--- src/rtl/trigger_sequencer.sv ---
// trigger_sequencer: ordered multi-stage edge/pattern trigger with per-stage hit counts.
// Optional per-stage sample timeout is built when TRIGGER_SEQ_TIMEOUT_EN is defined.
module trigger_sequencer #(
  parameter int unsigned SAMPLE_WIDTH = 16,
  parameter int unsigned NUM_STAGES   = 4,
  parameter int unsigned COUNT_WIDTH  = 8,
  parameter int unsigned CH_IDX_W     = $clog2(SAMPLE_WIDTH)
) (
  input  logic                               clk,
  input  logic                               resetN,
  input  logic [SAMPLE_WIDTH-1:0]            sample,
  input  logic                               sampleValid,
  input  logic                               arm,
  input  logic                               abort,
  input  logic [SAMPLE_WIDTH-1:0]            activeChannels,
  input  logic [2:0]                         stagesUsed,
  input  logic [NUM_STAGES-1:0]              stageEdgeEn,
  input  logic [NUM_STAGES-1:0]              stageEdgeType,
  input  logic [NUM_STAGES*CH_IDX_W-1:0]     stageEdgeChannel,
  input  logic [NUM_STAGES-1:0]              stagePatternEn,
  input  logic [NUM_STAGES*SAMPLE_WIDTH-1:0] stagePattern,
  input  logic [NUM_STAGES*SAMPLE_WIDTH-1:0] stageDontCare,
  input  logic [NUM_STAGES*COUNT_WIDTH-1:0]  stageCount,
`ifdef TRIGGER_SEQ_TIMEOUT_EN
  input  logic [15:0]                        stageTimeout,
`endif
  output logic                               triggered,
  output logic                               done,
  output logic                               armed,
  output logic [2:0]                         currentStage,
  output logic                               transition
);

  localparam int unsigned STAGE_W = 3;
`ifdef TRIGGER_SEQ_TIMEOUT_EN
  localparam int unsigned TO_W = 16;
`endif

  typedef enum logic [1:0] {
    S_IDLE  = 2'd0,
    S_ARMED = 2'd1,
    S_DONE  = 2'd2
  } state_e;

  state_e                  state_q, state_d;
  logic [STAGE_W-1:0]      stage_q, stage_d;
  logic [COUNT_WIDTH-1:0]  hit_q, hit_d;
  logic [SAMPLE_WIDTH-1:0] prev_sample_q, prev_sample_d;
  logic                    prev_valid_q, prev_valid_d;
  logic                    triggered_q, triggered_d;
  logic                    done_q, done_d;
  logic                    armed_q;
  logic                    transition_q, transition_d;
`ifdef TRIGGER_SEQ_TIMEOUT_EN
  logic [TO_W-1:0]         to_cnt_q, to_cnt_d;
`endif

  logic                    sel_edge_en, sel_rise, sel_pat_en;
  logic [CH_IDX_W-1:0]     sel_ch;
  logic [SAMPLE_WIDTH-1:0] sel_pat, sel_dc;
  logic [COUNT_WIDTH-1:0]  sel_cnt;
  logic                    cur_bit, prev_bit;
  logic                    edge_term, pattern_term, stage_match;
  logic [COUNT_WIDTH-1:0]  target, hit_inc;
  logic                    advance, last_stage, start;

  // Pick the configuration of the stage currently being evaluated.
  always_comb begin
    sel_edge_en = 1'b0;
    sel_rise    = 1'b0;
    sel_pat_en  = 1'b0;
    sel_ch      = '0;
    sel_pat     = '0;
    sel_dc      = '0;
    sel_cnt     = '0;
    for (int unsigned k = 0; k < NUM_STAGES; k++) begin
      if (stage_q == STAGE_W'(k)) begin
        sel_edge_en = stageEdgeEn[k];
        sel_rise    = stageEdgeType[k];
        sel_pat_en  = stagePatternEn[k];
        sel_ch      = stageEdgeChannel[k*CH_IDX_W +: CH_IDX_W];
        sel_pat     = stagePattern[k*SAMPLE_WIDTH +: SAMPLE_WIDTH];
        sel_dc      = stageDontCare[k*SAMPLE_WIDTH +: SAMPLE_WIDTH];
        sel_cnt     = stageCount[k*COUNT_WIDTH +: COUNT_WIDTH];
      end
    end
  end

  // Out-of-range edge channels read as constant 0 so the edge can never fire.
  always_comb begin
    cur_bit  = 1'b0;
    prev_bit = 1'b0;
    if (32'(sel_ch) < SAMPLE_WIDTH) begin
      cur_bit  = sample[sel_ch];
      prev_bit = prev_sample_q[sel_ch];
    end
  end

  assign edge_term    = ~sel_edge_en |
                        (prev_valid_q & (sel_rise ? (~prev_bit & cur_bit) : (prev_bit & ~cur_bit)));
  assign pattern_term = ~sel_pat_en | (&(~activeChannels | sel_dc | ~(sample ^ sel_pat)));
  assign stage_match  = edge_term & pattern_term;
  assign target       = (sel_cnt == '0) ? COUNT_WIDTH'(1) : sel_cnt;
  assign hit_inc      = hit_q + COUNT_WIDTH'(1);
  assign advance      = stage_match & (hit_inc == target);
  assign last_stage   = (stage_q == stagesUsed) || (stage_q == STAGE_W'(NUM_STAGES - 1));
  assign start        = arm & (state_q != S_ARMED);

  // Next-state and output logic.
  always_comb begin
    state_d       = state_q;
    stage_d       = stage_q;
    hit_d         = hit_q;
    prev_sample_d = sampleValid ? sample : prev_sample_q;
    prev_valid_d  = prev_valid_q;
    triggered_d   = 1'b0;
    done_d        = done_q;
    transition_d  = sampleValid ? (prev_valid_q & (|(activeChannels & (sample ^ prev_sample_q))))
                                : transition_q;
`ifdef TRIGGER_SEQ_TIMEOUT_EN
    to_cnt_d      = to_cnt_q;
`endif
    if (abort) begin
      state_d      = S_IDLE;
      stage_d      = '0;
      hit_d        = '0;
      prev_valid_d = 1'b0;
      done_d       = 1'b0;
`ifdef TRIGGER_SEQ_TIMEOUT_EN
      to_cnt_d     = '0;
`endif
    end else if (start) begin
      state_d      = S_ARMED;
      stage_d      = '0;
      hit_d        = '0;
      prev_valid_d = 1'b0;
      done_d       = 1'b0;
`ifdef TRIGGER_SEQ_TIMEOUT_EN
      to_cnt_d     = '0;
`endif
    end else if (sampleValid && state_q != S_IDLE) begin
      prev_valid_d = 1'b1;
      if (state_q == S_ARMED) begin
        if (stage_match) begin
          hit_d = hit_inc;
        end
        if (advance) begin
          hit_d = '0;
`ifdef TRIGGER_SEQ_TIMEOUT_EN
          to_cnt_d = '0;
`endif
          if (last_stage) begin
            state_d     = S_DONE;
            triggered_d = 1'b1;
            done_d      = 1'b1;
          end else begin
            stage_d = stage_q + STAGE_W'(1);
          end
        end
`ifdef TRIGGER_SEQ_TIMEOUT_EN
        else if (stage_q != '0) begin
          to_cnt_d = to_cnt_q + TO_W'(1);
          if (stageTimeout != '0 && to_cnt_d == stageTimeout) begin
            stage_d  = '0;
            hit_d    = '0;
            to_cnt_d = '0;
          end
        end
`endif
      end
    end
  end

  always_ff @(posedge clk or negedge resetN) begin
    if (!resetN) begin
      state_q       <= S_IDLE;
      stage_q       <= '0;
      hit_q         <= '0;
      prev_sample_q <= '0;
      prev_valid_q  <= 1'b0;
      triggered_q   <= 1'b0;
      done_q        <= 1'b0;
      armed_q       <= 1'b0;
      transition_q  <= 1'b0;
`ifdef TRIGGER_SEQ_TIMEOUT_EN
      to_cnt_q      <= '0;
`endif
    end else begin
      state_q       <= state_d;
      stage_q       <= stage_d;
      hit_q         <= hit_d;
      prev_sample_q <= prev_sample_d;
      prev_valid_q  <= prev_valid_d;
      triggered_q   <= triggered_d;
      done_q        <= done_d;
      armed_q       <= (state_d == S_ARMED);
      transition_q  <= transition_d;
`ifdef TRIGGER_SEQ_TIMEOUT_EN
      to_cnt_q      <= to_cnt_d;
`endif
    end
  end

  assign triggered    = triggered_q;
  assign done         = done_q;
  assign armed        = armed_q;
  assign currentStage = stage_q;
  assign transition   = transition_q;

endmodule

--- config.mk ---
export PLATFORM = sky130hd
export DESIGN_NAME = trigger_sequencer
export DESIGN_NICKNAME = d
export VERILOG_FILES = /design/src/rtl/trigger_sequencer.sv
export SDC_FILE = /design/constraint.sdc
export NUM_CORES = 1
export LEC_CHECK = 0
export ABC_AREA = 1
export BUFFER_PORTS_ARGS = -buffer_cell sky130_fd_sc_hd__buf_2
export CAP_MARGIN = 10
export CELL_PAD_IN_SITES_DETAIL_PLACEMENT = 1
export CELL_PAD_IN_SITES_GLOBAL_PLACEMENT = 1
export CORE_UTILIZATION = 30
export DETAILED_ROUTE_END_ITERATION = 6
export GPL_TIMING_DRIVEN = 0
export HOLD_SLACK_MARGIN = 0.15
export PLACE_DENSITY = 0.92
export SLEW_MARGIN = 20
export SYNTH_ARGS = -nofsm -noshare
export SYNTH_HDL_FRONTEND = slang
export SYNTH_SLANG_ARGS = --single-unit
--- constraint.sdc ---
create_clock -name clk -period 3 [get_ports clk]
set_input_delay 0.15 -clock clk [delete_from_list [all_inputs] [get_ports clk]]
set_output_delay 0.15 -clock clk [all_outputs]
set_load 0.01 [all_outputs]
Yosys cells after proc, flatten, opt, wreduce, memory -nomap -nowiden

Cells that the tools add are included.

$lt $le $gt $ge: 1
Mux-type cells: 67
Reductions and logical operators: 15
Equality and inequality tests: 9
Add/subtract/negate cells: 2
Bitwise gates (word level): 20

Operator list:

| cell                                                       | number |
|---|---|
| two-way mux 16 bit                                         | 8 |
| two-way mux 8 bit                                          | 11 |
| inverter 16 bit                                            | 2 |
| OR 16 bit                                                  | 2 |
| bitwise XOR 16 bit                                         | 2 |
| two-way mux 1 bit                                          | 30 |
| two-way mux 3 bit                                          | 6 |
| AND 16 bit                                                 | 1 |
| two-way mux 4 bit                                          | 4 |
| AND reduction 16 bit                                       | 1 |
| OR reduction 16 bit                                        | 1 |
| two-way mux 2 bit                                          | 6 |
| nonzero test 3 bit                                         | 4 |
| adder 8 x 1 -> 8 bit, second input constant                | 1 |
| binary-select mux 1 bit (select 4 bit)                     | 2 |
| equality test 8 bit                                        | 1 |
| zero test 8 bit                                            | 1 |
| AND reduction 4 bit                                        | 2 |
| AND 1 bit                                                  | 7 |
| equality test 3 x 2 -> 1 bit, second input constant        | 2 |
| less-than comparator 4 x 5 -> 1 bit, second input constant | 1 |
| equality test 2 x 1 -> 1 bit, second input constant        | 2 |
| inverter 1 bit                                             | 4 |
| nonzero test 4 bit                                         | 1 |
| other kinds (11)                                           | 12 |

Register bits after elaboration: 34
Logic and storage cells: 123

Depth between registers and ports, before layout

Word-level depth: 20
Gate-level depth with buffers: 24
Gate-level depth less buffers: 23

Worst setup path after synthesis

OpenSTA, ideal clock, no wires.

Kind: register to register
Start point: register stage_q[1], in the netlist currentStage[1]
End point: register armed_q, in the netlist armed
Stages on the path, launching flop included: 18
Arrival time: 2.543 ns
Setup slack: 0.338 ns
Cell sequence: dfrtp_1 -> ha_1 -> ha_1 -> buf_2 -> clkinv_1 -> clkbuf_1 -> buf_2 -> nand3_1 -> nand2_1 -> nand2_1 -> nor2_1 -> nand3_1 -> nand3_1 -> nand2_1 -> nor3_2 -> nand4_1 -> a21oi_2 -> nor2_1

Word-level cells in the longest chain between the ends: 20
Elaborated cells on any way between the ends: 65
Those cells by class: eq/ne (6); mux (40); bitwise (15); reduce/logical (4)

RTL lines:

| element                                                          | line   | RTL |
|---|---|---|
| start, declared                                                  | 46     | `logic [STAGE_W-1:0] stage_q, stage_d;` |
| start signal, assigned                                           | 190    | `stage_q <= stage_d;` |
| zero test 3 bit                                                  | 77     | `if (stage_q == STAGE_W'(k)) begin` |
| two-way mux 4 bit (4 in series)                                  | 77     |  |
| binary-select mux 1 bit (select 4 bit), on equally long branches | 94, 95 |  |
| two-way mux 1 bit, on equally long branches                      | 94, 95 |  |
| inverter 1 bit                                                   | 100    | `(prev_valid_q & (sel_rise ? (~prev_bit & cur_bit) : (prev_bit & ~cur_bit)));` |
| AND 1 bit                                                        | 100    |  |
| two-way mux 1 bit                                                | 100    |  |
| AND 1 bit                                                        | 100    |  |
| [2 not listed]                                                   | --     |  |
| AND 1 bit                                                        | 105    | `assign advance = stage_match & (hit_inc == target);` |
| two-way mux 2 bit (*)                                            | 147    | `if (advance) begin` |
| two-way mux 2 bit (*)                                            | 143    | `if (state_q == S_ARMED) begin` |
| two-way mux 2 bit (*)                                            | 141    | `end else if (sampleValid && state_q != S_IDLE) begin` |
| two-way mux 2 bit (*)                                            | 132    | `end else if (start) begin` |
| two-way mux 2 bit (*)                                            | 123    | `if (abort) begin` |
| via state_d[1]                                                   | 45     | `state_e state_q, state_d;` |
| equality test 2 x 1 -> 1 bit (*)                                 | 196    | `armed_q <= (state_d == S_ARMED);` |
| end signal, assigned                                             | 196    |  |
| end, declared                                                    | 52     | `logic armed_q;` |

The timed path passes the listed nets; every way through them passes the cells marked *. The select of a mux whose other input is x is not followed.
A chain may end at the register's enable or synchronous reset.

Final worst setup path

Start point: register stage_q[0], in the netlist currentStage[0]
End point: register stage_q[1], in the netlist currentStage[1]

Word-level cells in the longest chain between the ends: 16
Elaborated cells on any way between the ends: 68
Those cells by class: add/sub (1); eq/ne (6); mux (40); bitwise (15); reduce/logical (6)

RTL lines:

| element                                                          | line   | RTL |
|---|---|---|
| zero test 3 bit                                                  | 77     |  |
| two-way mux 4 bit (4 in series)                                  | 77     |  |
| binary-select mux 1 bit (select 4 bit), on equally long branches | 94, 95 |  |
| two-way mux 1 bit, on equally long branches                      | 94, 95 |  |
| inverter 1 bit                                                   | 100    |  |
| AND 1 bit                                                        | 100    |  |
| two-way mux 1 bit                                                | 100    |  |
| AND 1 bit                                                        | 100    |  |
| OR 1 bit                                                         | 99     | `assign edge_term = ~sel_edge_en \|` |
| AND 1 bit                                                        | 102    | `assign stage_match = edge_term & pattern_term;` |
| AND 1 bit                                                        | 105    |  |
| nonzero test 3 bit (no source line)                              | --     |  |
| AND reduction 4 bit (no source line)                             | --     |  |

Parallel ways exist; a longest one is shown, timed or not. The select of a mux whose other input is x is not followed.

==> flow_metrics.tcl <==
set metrics [dict create \
    rrSetupSlack_ns -0.05 \
    vias_per_cell 5.46 \
    cp_data_required_time_ns 3.18 \
    fp.dieArea_sq_um 15000 \
    synth.distinct_cells 45 \
    wire_per_inst_um 20.1 \
    io_pins 235 \
    drive_gt1_share_pct 36.3 \
    via_count 6581 \
    cp_data_arrival_time_ns 3.23 \
    cp_cell_sequence "inv_4 -> ha_4 -> inv_2 -> nor2_4 -> buf_8 -> buf_8 -> buf_8 -> nand2_2 -> o21ai_1 -> nand2_1 -> nand3_2 -> nand2_2 -> nand2_1 -> nand2_1 -> nor2_1 -> nand4_1 -> nor2_1 -> nand3_2 -> nand2_2 -> nand2_4 -> nand2_1 -> o21ai_1" \
    grt_start_max_net_pins 35 \
    io_buffers 233 \
    grt_pass1_vias 6602 \
    ys_seq_elements 34 \
    die_y_um 123 \
    rsz0062_at_grt "true" \
    die_w_um 123 \
    nets 1256 \
    ant_nets 0 \
    slowest_delay_ns 0.48 \
    final.setup_skew_ns 0.0111 \
    finalCritPeriodShare_pct 102 \
    path_clk_slew_ns 0.07 \
    synthFlopType "dfrtp_1" \
    fmax_ghz 0.328 \
    maxCapViolCount 0 \
    worstSkewPairLatency_ns 0.29 \
    tritoncts "done" \
    worstHoldPathType "input port to register" \
    maxSlewViolCount 0 \
    cpMostUsedCell "nand2_1" \
    start_util_pct 31.1 \
    cts_buffers 5 \
    synth_area_sq_um 4370 \
    leakage_nw 3.45 \
    clockRootBuffer "clkbuf_16" \
    setup_viol 8 \
    finalHoldViolations 0 \
    place_hpwl_um 18500 \
    slowest_stage "dfrtp_2" \
    power_density_nw_per_um2 487 \
    drc 0 \
    ir_drop_mv 0.228 \
    critical_path_class "register to register" \
    fillers 1960 \
    worst_slew_pin_slew_ns 0.863 \
    drt_pass1_iterations 5 \
    core_region_area_sq_um 14000 \
    htreeDepth 2 \
    globalRoute.totalOverflow 0 \
    finish.utilization_pct 46.5 \
    relSlewSlack_pct 42.5 \
    synth-edff-count 0 \
    whs_ns 0.155 \
    track_usage_pct 31.5 \
    finalPower_w 0.00318 \
    seq_area_frac_synth_pct 19.5 \
    dpl_worst_slack_ns -0.629 \
    crit_path_end_kind "register" \
    ys_async_sr_fraction_pct 100 \
    grt_pass1_wl_um 35300 \
    clockBufferDepth 2 \
    yosys_warnings 0 \
    violations "negative setup slack" \
    finalWeightedCongestion 0.913 \
    cts.sinks 34 \
    syn-num-nets 982 \
    finalWirelength_um 24300 \
    synth_area_leaders "nand2_1 21%, dfrtp_1 19%, nand3_1 17%" \
    synth_cells 748 \
    area_growth_pct 49.7 \
    outcome "finished, violations left" \
    start_kind "register" \
    critical_path_buf_inv_count 5 \
    synth.largest_area_cell "nand2_1" \
    crit_family "simple AND/OR/NAND/NOR gates" \
    drt_first_iter_violations 306 \
    synth_top_area_share_pct 20.7 \
    fin_ws_ns -0.0464 \
    rows 43 \
    antenna_found_initial 2 \
    fin_crit_ns 3.05 \
    crit_fanout 8 \
    synth.avg_cell_area_sq_um 5.84 \
    setup_tns_ns -0.228 \
]
[layout make-up]
cell class / instances / area [sq um] / area share (%)
buffer: 40 / 358 / 5.48
antenna: 3 / 7.51 / 0.115
timing repair buffer: 268 / 1520 / 23.2
sequential: 34 / 855 / 13.1
tap: 180 / 225 / 3.45
clock inverter: 2 / 12.5 / 0.191
inverter: 55 / 219 / 3.35
clock buffer: 6 / 139 / 2.13
multi-input combinational: 618 / 3200 / 49.0
[final timing paths]
kind                            startpoint                to  cells past startpoint
min in group asynchronous           resetN         triggered                      2
min reg2reg                     transition        transition                      2
max reg2reg                currentStage[0]   currentStage[1]                     22
max in group asynchronous           resetN   currentStage[1]                      2
min                              sample[1]  prev_sample_q[1]                      3
max                        currentStage[0]   currentStage[1]                     22
[cell families (layout without fill, tap and decap cells)]
| family | count (synthesis) | in the layout | synth area share [%] |
|---|---|---|---|
| buffers and inverters | 96 | 371 | 10.8 |
| AO/OA/AOI/OAI | 130 | 130 | 17.5 |
| other | 0 | 3 | 0 |
| multiplexers | 1 | 1 | 0.229 |
| AND/OR/NAND/NOR | 468 | 468 | 47.7 |
| XOR/XNOR | 13 | 13 | 2.61 |
| flip-flops | 34 | 34 | 19.5 |
| adder cells (fa/ha/maj) | 6 | 6 | 1.72 |
[worst min-delay path: cells and delay by family]
kind | cells | cell delay [ns]
AO/OA/AOI/OAI | 1 | 0.07
buffers and inverters | 1 | 0.12
AND/OR/NAND/NOR | 1 | 0.06
[routing by layer]
layer | track usage, % | part of all wire, % | wire, um
met5 | 0 | 0 | 0
met4 | 13.7 | 4.0 | 975
met3 | 4.74 | 7.4 | 1810
met2 | 57.4 | 50 | 12100
met1 | 36.0 | 39 | 9370
[cell usage in the layout (no fill, tap or decap), drive strengths merged, types with 2 or more instances in the layout]
master and count:
ha 6, diode 3, or2 12, dfrtp 34, nand3b 4, a31oi 15, clkinv 2, nand2 248
nand3 153, xnor2 3, buf 289, dlygate4sd3 4, and3 2, a21oi 21, clkbuf 21, nor2 36
o21ai 71, nand4 9, inv 54, nor4 2, o211ai 16, xor2 10
[what timing repair did]
| item | 4_1_cts | 5_1_grt |
|---|---|---|
| gates resized for setup | 57 | 43 |
| hold buffers | 4 | 0 |
| cloned | 0 | 4 |
| endpoints found under the setup margin | 16 | 16 |
| pin swaps | 10 | 30 |
| endpoints found under the hold margin | 38 | 0 |
| buffers inserted | 11 | 16 |
[cell usage after synthesis (2+ instances only)]
cell type  instances
o21ai_0           64
ha_1               6
nand2_4            3
a31oi_1           15
nand2_2            4
buf_2             11
or2_2             11
nor4_1             2
xor2_1            10
nand4_1            9
o21ai_1            5
xnor2_1            3
a21oi_1           20
inv_2              3
nand3_1          152
nand3b_1           4
dfrtp_1           34
clkbuf_1          12
and3_1             2
nor2_1            34
buf_6              7
inv_1             51
buf_4              9
nand2_1          241
o211ai_1          16
[registers in the layout, indices dropped and copies added (netlist names)]
| name | cells |
|---|---|
| prev_sample_q | 16 |
| hit_q | 8 |
| currentStage | 3 |
| state_q | 2 |
| armed | 1 |
| done | 1 |
| prev_valid_q | 1 |
| transition | 1 |
| triggered | 1 |
[through the flow]
step,area (sq um),std cells
after floorplan,4370,748
after global placement,5760,1161
after detailed placement,5760,1161
after CTS,6180,1183
after global routing,6530,1204
final,6540,1206
[report_power, final]
| group | internal (W) | total (W) | switching (W) |
|---|---|---|---|
| clock | 0.000329 | 0.000554 | 0.000224 |
| sequential | 0.000491 | 0.000520 | 0.0000291 |
| combinational | 0.000880 | 0.00211 | 0.00123 |
| total | 0.00170 | 0.00318 | 0.00148 |
Note: power is estimated with default switching activity, not from simulation.
